**config.mk**
```make
export PLATFORM = sky130hd
export DESIGN_NAME = dp_sequencer
export DESIGN_NICKNAME = d
export VERILOG_FILES = /design/src/rtl/dp_sequencer.sv
export SDC_FILE = /design/constraint.sdc
export NUM_CORES = 1
export LEC_CHECK = 0
export ABC_AREA = 1
export BUFFER_PORTS_ARGS = -buffer_cell sky130_fd_sc_hd__buf_2
export CORE_ASPECT_RATIO = 1.2
export CORE_UTILIZATION = 30
export CTS_CLUSTER_DIAMETER = 100
export CTS_CLUSTER_SIZE = 20
export DETAILED_ROUTE_END_ITERATION = 8
export PLACE_DENSITY = 0.54
export SYNTH_ARGS = -nofsm -noshare
export SYNTH_HDL_FRONTEND = slang
export SYNTH_SLANG_ARGS = --single-unit
```
**constraint.sdc**
```tcl
create_clock -name CLK -period 4.2 [get_ports CLK]
set_clock_uncertainty 0.15 [all_clocks]
set_input_delay 0.21 -clock CLK [delete_from_list [all_inputs] [get_ports CLK]]
set_output_delay 0.21 -clock CLK [all_outputs]
set_load 0.1 [all_outputs]
```
**src/rtl/dp_sequencer.sv**
```systemverilog
// Multi-cycle sequencer for ARM data-processing instructions: decode, operand
// fetch and barrel shift, condition check, ALU wait, write-back and flag update.
module dp_sequencer #(
  parameter int ALU_LAT = 1
) (
  input  logic        CLK,
  input  logic        RESET_N,
  input  logic        START,
  input  logic [31:0] INSTR,
  output logic        BUSY,
  output logic        DONE,
  output logic        SKIPPED,
  output logic        ILLEGAL,
  output logic [3:0]  RF_RA,
  output logic [3:0]  RF_RB,
  input  logic [31:0] RF_DA,
  input  logic [31:0] RF_DB,
  output logic        RF_WE,
  output logic [3:0]  RF_WA,
  output logic [31:0] RF_WD,
  output logic [3:0]  ALU_FN,
  output logic [31:0] ALU_LEFT,
  output logic [31:0] ALU_RIGHT,
  output logic        ALU_CIN,
  input  logic [31:0] ALU_RESULT,
  input  logic        ALU_N,
  input  logic        ALU_Z,
  input  logic        ALU_C,
  input  logic        ALU_V,
  output logic [3:0]  FLAGS
);

  typedef enum logic [2:0] {S_IDLE, S_DECODE, S_EXEC, S_WB, S_SKIP} state_t;

  state_t      state_q, state_d;
  logic [31:0] instr_q;
  logic [3:0]  exec_cnt;
  logic [3:0]  fn_q;
  logic [31:0] left_q, right_q;
  logic        cin_q, sc_q, ill_q;
  logic [3:0]  flags_q;

  logic        bad_form, cond_pass;
  logic [3:0]  opc;
  logic        is_sub, is_add, is_test;
  logic [31:0] sh_res;
  logic        sh_c;
  logic [63:0] wide;
  logic [4:0]  rot, amt;
  logic [31:0] imm32;
  logic        fn, fz, fc, fv;

  assign bad_form = (INSTR[27:26] != 2'b00) || (!INSTR[25] && INSTR[4]);
  assign opc      = instr_q[24:21];
  assign is_sub   = opc inside {4'b0010, 4'b0011, 4'b0110, 4'b0111, 4'b1010};
  assign is_add   = opc inside {4'b0100, 4'b0101, 4'b1011};
  assign is_test  = (opc[3:2] == 2'b10);
  assign {fn, fz, fc, fv} = flags_q;

  // Condition field evaluated against the flags as they stand in DECODE
  always_comb begin
    cond_pass = 1'b0;
    unique case (instr_q[31:28])
      4'h0: cond_pass = fz;
      4'h1: cond_pass = !fz;
      4'h2: cond_pass = fc;
      4'h3: cond_pass = !fc;
      4'h4: cond_pass = fn;
      4'h5: cond_pass = !fn;
      4'h6: cond_pass = fv;
      4'h7: cond_pass = !fv;
      4'h8: cond_pass = fc && !fz;
      4'h9: cond_pass = !fc || fz;
      4'hA: cond_pass = (fn == fv);
      4'hB: cond_pass = (fn != fv);
      4'hC: cond_pass = !fz && (fn == fv);
      4'hD: cond_pass = fz || (fn != fv);
      4'hE: cond_pass = 1'b1;
      4'hF: cond_pass = 1'b0;
    endcase
  end

  // Barrel shifter; a zero register-shift amount encodes the 32-bit / RRX forms
  always_comb begin
    sh_res = RF_DB;
    sh_c   = fc;
    wide   = '0;
    rot    = {instr_q[11:8], 1'b0};
    amt    = instr_q[11:7];
    imm32  = {24'b0, instr_q[7:0]};
    if (instr_q[25]) begin
      sh_res = (imm32 >> rot) | (imm32 << (6'd32 - {1'b0, rot}));
      sh_c   = (rot == 5'd0) ? fc : sh_res[31];
    end else begin
      unique case (instr_q[6:5])
        2'b00: begin
          if (amt != 5'd0) begin
            wide   = {32'b0, RF_DB} << amt;
            sh_res = wide[31:0];
            sh_c   = wide[32];
          end
        end
        2'b01: begin
          if (amt == 5'd0) begin
            sh_res = '0;
            sh_c   = RF_DB[31];
          end else begin
            wide   = {RF_DB, 32'b0} >> amt;
            sh_res = wide[63:32];
            sh_c   = wide[31];
          end
        end
        2'b10: begin
          if (amt == 5'd0) begin
            sh_res = {32{RF_DB[31]}};
            sh_c   = RF_DB[31];
          end else begin
            wide   = 64'($signed({RF_DB, 32'b0}) >>> amt);
            sh_res = wide[63:32];
            sh_c   = wide[31];
          end
        end
        2'b11: begin
          if (amt == 5'd0) begin
            sh_res = {fc, RF_DB[31:1]};
            sh_c   = RF_DB[0];
          end else begin
            wide   = {RF_DB, RF_DB} >> amt;
            sh_res = wide[31:0];
            sh_c   = sh_res[31];
          end
        end
      endcase
    end
  end

  always_comb begin
    state_d = state_q;
    unique case (state_q)
      S_IDLE:   if (START && !bad_form) state_d = S_DECODE;
      S_DECODE: state_d = cond_pass ? S_EXEC : S_SKIP;
      S_EXEC:   if (exec_cnt == 4'(ALU_LAT - 1)) state_d = S_WB;
      S_WB:     state_d = S_IDLE;
      S_SKIP:   state_d = S_IDLE;
      default:  state_d = S_IDLE;
    endcase
  end

  always_ff @(posedge CLK or negedge RESET_N) begin
    if (!RESET_N) state_q <= S_IDLE;
    else          state_q <= state_d;
  end

  always_ff @(posedge CLK or negedge RESET_N) begin
    if (!RESET_N) begin
      instr_q  <= '0;
      exec_cnt <= '0;
      fn_q     <= '0;
      left_q   <= '0;
      right_q  <= '0;
      cin_q    <= 1'b0;
      sc_q     <= 1'b0;
      ill_q    <= 1'b0;
      flags_q  <= '0;
    end else begin
      ill_q <= (state_q == S_IDLE) && START && bad_form;
      if (state_q == S_IDLE && START && !bad_form) instr_q <= INSTR;
      if (state_q == S_DECODE) begin
        exec_cnt <= '0;
        fn_q     <= opc;
        left_q   <= RF_DA;
        right_q  <= sh_res;
        sc_q     <= sh_c;
        cin_q    <= fc;
      end
      if (state_q == S_EXEC) exec_cnt <= exec_cnt + 4'd1;
      // ALU reports borrow on subtracts; ARM C is its inverse
      if (state_q == S_WB && (instr_q[20] || is_test)) begin
        if (is_sub)      flags_q <= {ALU_N, ALU_Z, ~ALU_C, ALU_V};
        else if (is_add) flags_q <= {ALU_N, ALU_Z, ALU_C, ALU_V};
        else             flags_q <= {ALU_N, ALU_Z, sc_q, fv};
      end
    end
  end

  assign BUSY      = (state_q != S_IDLE);
  assign DONE      = (state_q == S_WB) || (state_q == S_SKIP);
  assign SKIPPED   = (state_q == S_SKIP);
  assign ILLEGAL   = ill_q;
  assign RF_RA     = (state_q == S_DECODE) ? instr_q[19:16] : 4'd0;
  assign RF_RB     = (state_q == S_DECODE) ? instr_q[3:0] : 4'd0;
  assign RF_WE     = (state_q == S_WB) && !is_test;
  assign RF_WA     = (state_q == S_WB) ? instr_q[15:12] : 4'd0;
  assign RF_WD     = (state_q == S_WB) ? ALU_RESULT : 32'd0;
  assign ALU_FN    = fn_q;
  assign ALU_LEFT  = left_q;
  assign ALU_RIGHT = right_q;
  assign ALU_CIN   = cin_q;
  assign FLAGS     = flags_q;

endmodule

```
==> summary.md <==
| Metric | Value |
|---|---|
| Die area | `35740 um2` |
| Synthesized area per cell | `a little under 6 um2` |
| Worst Path Buf+Inv | `3` |
| Fin. max-slew vios | `0` |
| Wirelength, routed | `52250 um` |
| Ant diodes | `0` |
| GRT Overall Usage | `between 20% and 30%` |
| Layout cells sized above 1 | `17.66%` |
| RSZ-0062 raised after global routing | `no` |
| Slowest CP cell | `o21ai_0` |
| Prevailing post-synth register cell | `dfrtp_1` |
| Max Cap Viol | `0` |
| Metal-1 WL | `20640 um` |
| Post-DP HPWL | `~40000 um` |
| EDFF count, synth | `0` |
| GRT overflow | `0` |
| Final setup TNS | `0 ps` |
| Yosys warns | `0` |
| Worst EP arrival | `3270 ps` |
| Worst-path cell chain | `inv_2 -> buf_4 -> nand2_1 -> nand2_1 -> o21ai_0 -> o21ai_0 -> inv_1 -> nand2_1 -> o211ai_1 -> o21ai_0 -> nand2_1 -> nand3_1 -> nand2_1 -> a21boi_1` |
| Most frequent cells in the layout | `657 x nand2_1, 255 x buf_2, 213 x nand3_1` |
| Area Overhead vs Synth | `24.20%` |
| Die Span Y | `206.9 um` |
| Clk Latency, worst-skew pair | `about 360 ps` |
| Crit path top cell by count | `nand2_1` |
| Die width | `172.7 um` |
| Area leader, netlist | `dfrtp_1` |
| Measured slew at the worst slew-check pin | `1168 ps` |
| Worst min-delay path class | `primary input to register` |
| Fillers | `roughly 3900` |
| # IOs | `257` |
| Hold Crit Depth | `4` |
| Max clock buf depth | `2` |
| Top layer in use | `met4` |
| Startpoint type of the worst setup path | `register` |
| Reg2reg path depth | `14` |
| Fin. Hold Viols | `0` |
| Most common cell after layout, fill and taps aside | `nand2_1` |
| Hold_buf cts | `slightly below 70` |
| Vias in the first global route | `13080` |
| Core Box Area | `between 30000 and 40000 um2` |
| Gates resized, CTS repair | `0` |
| Vias/cell | `between 5 and 6` |
| Worst-path clk slew | `80 ps` |
| Slew HR | `22.02%` |
| FF/Latch Area | `between 2000 and 3000 um2` |
| Met2 Wirelength | `24150 um` |
| Synth Instances | `1779` |
| Clock sink count | `between 100 and 150` |
| Initial antenna violation count | `1` |
| First-pass GRT wire length | `78650 um` |
| Crit share post-route | `74.62%` |
| Largest net degree at the start of global routing | `102` |
| Sequential share of the synthesized area | `26.70%` |
| Detailed Routing Iterations Pass 1 | `8` |
| # port buffers | `256` |
| FP Rows | `74` |
| Synth top area share | `26.70%` |
| Post-route ant nets | `0` |
| WP depth | `14` |
| Critical path class | `register to register` |
| DRT iter0 DRCs | `1290` |
| Clock Tree Root | `clkbuf_16` |
| Peak per-stage delay on the critical path | `470 ps` |
| Fin nets | `2167` |
| Synth top area cells | `dfrtp_1 27%, nand2_1 23%, nand3_1 10%` |
| Routed wl met3 | `3817 um` |
| FF+latch count, synth | `112` |
| Cell variety after synth | `49` |
| Asr flop ratio synth | `100.0%` |
| Setup repair bufs after CTS | `0` |
| Status | `complete, no violations` |
| Clock buffer count from CTS | `9` |
| Initial core utilization | `30.64%` |
| CP top delay family | `compound AO/OA/AOI/OAI gates` |
| Setup crit end kind | `register` |
| Min cycle time layout | `3134 ps` |
| GPL Wtd Cong | `1.053` |
| Setup violators final | `0` |
| Area of the multi-input gates | `6608 um2` |
| DRC viols | `0` |
| Syn Nets | `between 1500 and 2000` |
| WL/cell | `approximately 21 um` |
| Fmax | `around 320 MHz` |
| Post-synthesis instance area | `10500 um2` |
| CTS tree | `yes` |
| DR vias | `13500` |
| CP Max Fanout | `29` |
| CP required | `4340 ps` |
| # H-tree levels | `3` |
[final cells by class]
| cell class | instances | area share [%] |
|---|---|---|
| sequential | 112 | 21.53 |
| timing repair buffer | 355 | 17.07 |
| inverter | 133 | 3.830 |
| tap | 456 | 4.377 |
| multi-input combinational | 1418 | 50.69 |
| clock inverter | 5 | 0.6719 |
| clock buffer | 10 | 1.833 |
[synthesized netlist by cell type (3+ instances only)]
cell type / n
nor2_4: 4
dfrtp_1: 112
ha_1: 3
nor2_2: 5
a31oi_1: 23
a221oi_1: 4
or2_2: 22
o21ai_0: 118
nand3_1: 213
o31ai_1: 4
inv_2: 9
o22ai_1: 4
nor3_1: 8
nand4_1: 11
o21a_1: 4
or2_1: 6
a21oi_1: 57
clkbuf_1: 42
and2_1: 4
a2bb2oi_1: 6
a21boi_1: 22
buf_6: 10
a211oi_1: 5
buf_2: 37
o21ai_1: 27
inv_1: 122
o211ai_1: 55
nand2_2: 3
buf_1: 16
buf_4: 11
nand2_1: 657
nor2_1: 134
[sequential cells by signal, summed over array words and instances (netlist names)]
| name | flops |
|---|---|
| ALU_CIN | 1 |
| instr_q | 30 |
| exec_cnt | 4 |
| ILLEGAL | 1 |
| ALU_LEFT | 32 |
| sc_q | 1 |
| ALU_RIGHT | 32 |
| ALU_FN | 4 |
| FLAGS | 4 |
| state_q | 3 |
[worst paths after layout]
path,slack [ps],end,start
min,30,state_q[0],INSTR[27]
max,1070,ALU_RIGHT[16],instr_q[7]
max reg2reg,1070,ALU_RIGHT[16],instr_q[7]
min reg2reg,330,ALU_LEFT[5],ALU_LEFT[5]
min in group asynchronous,330,ALU_LEFT[17],RESET_N
max in group asynchronous,2570,instr_q[9],RESET_N
[kinds of logic (layout without fill, tap and decap cells)]
kind of cell	after synthesis	count (layout)	synth area share [%]
multiplexers	3	3	0.3100
adder cells (fa/ha/maj)	3	3	0.3577
flip-flops	112	112	26.70
AO/OA/AOI/OAI	336	336	19.11
XOR/XNOR	2	2	0.1669
buffers and inverters	249	503	10.46
AND/OR/NAND/NOR	1074	1074	42.89
[routing by layer]
metal  vias to the layer above  global-route usage, %
met3                       147                  3.242
met5                         -                      0
li1                       6334                      -
met1                      6254                  35.25
met2                       765                  48.85
met4                         0                  19.41
[worst register-to-register path: cells and delay by family, from the launching register on]
kind / cells / cell delay (ps)
buffers and inverters: 3 / 820
AO/OA/AOI/OAI: 5 / 1060
flip-flops: 1 / 390
AND/OR/NAND/NOR: 6 / 650
[stage by stage]
| stage | area (um2) | hold WS, ps | setup WS, ps | instances | util, % |
|---|---|---|---|---|---|
| 2_1_floorplan | 10500 | -235.6 | 1206 | 1779 | - |
| 5_1_grt | 13040 | 64.79 | 916.7 | 2489 | 38.05 |
| 6_report | 13040 | 31.13 | 1066 | 2489 | 38.05 |
| 3_5_place_dp | 12020 | 185.7 | 1276 | 2405 | 35.08 |
| 4_1_cts | 13040 | 32.47 | 1237 | 2489 | 38.05 |
| 3_3_place_gp | 12020 | 196.1 | 1234 | 2405 | 35.08 |
Power is not shown: default switching activity piles up to over one toggle a cycle in this logic, so the estimate is an artifact.
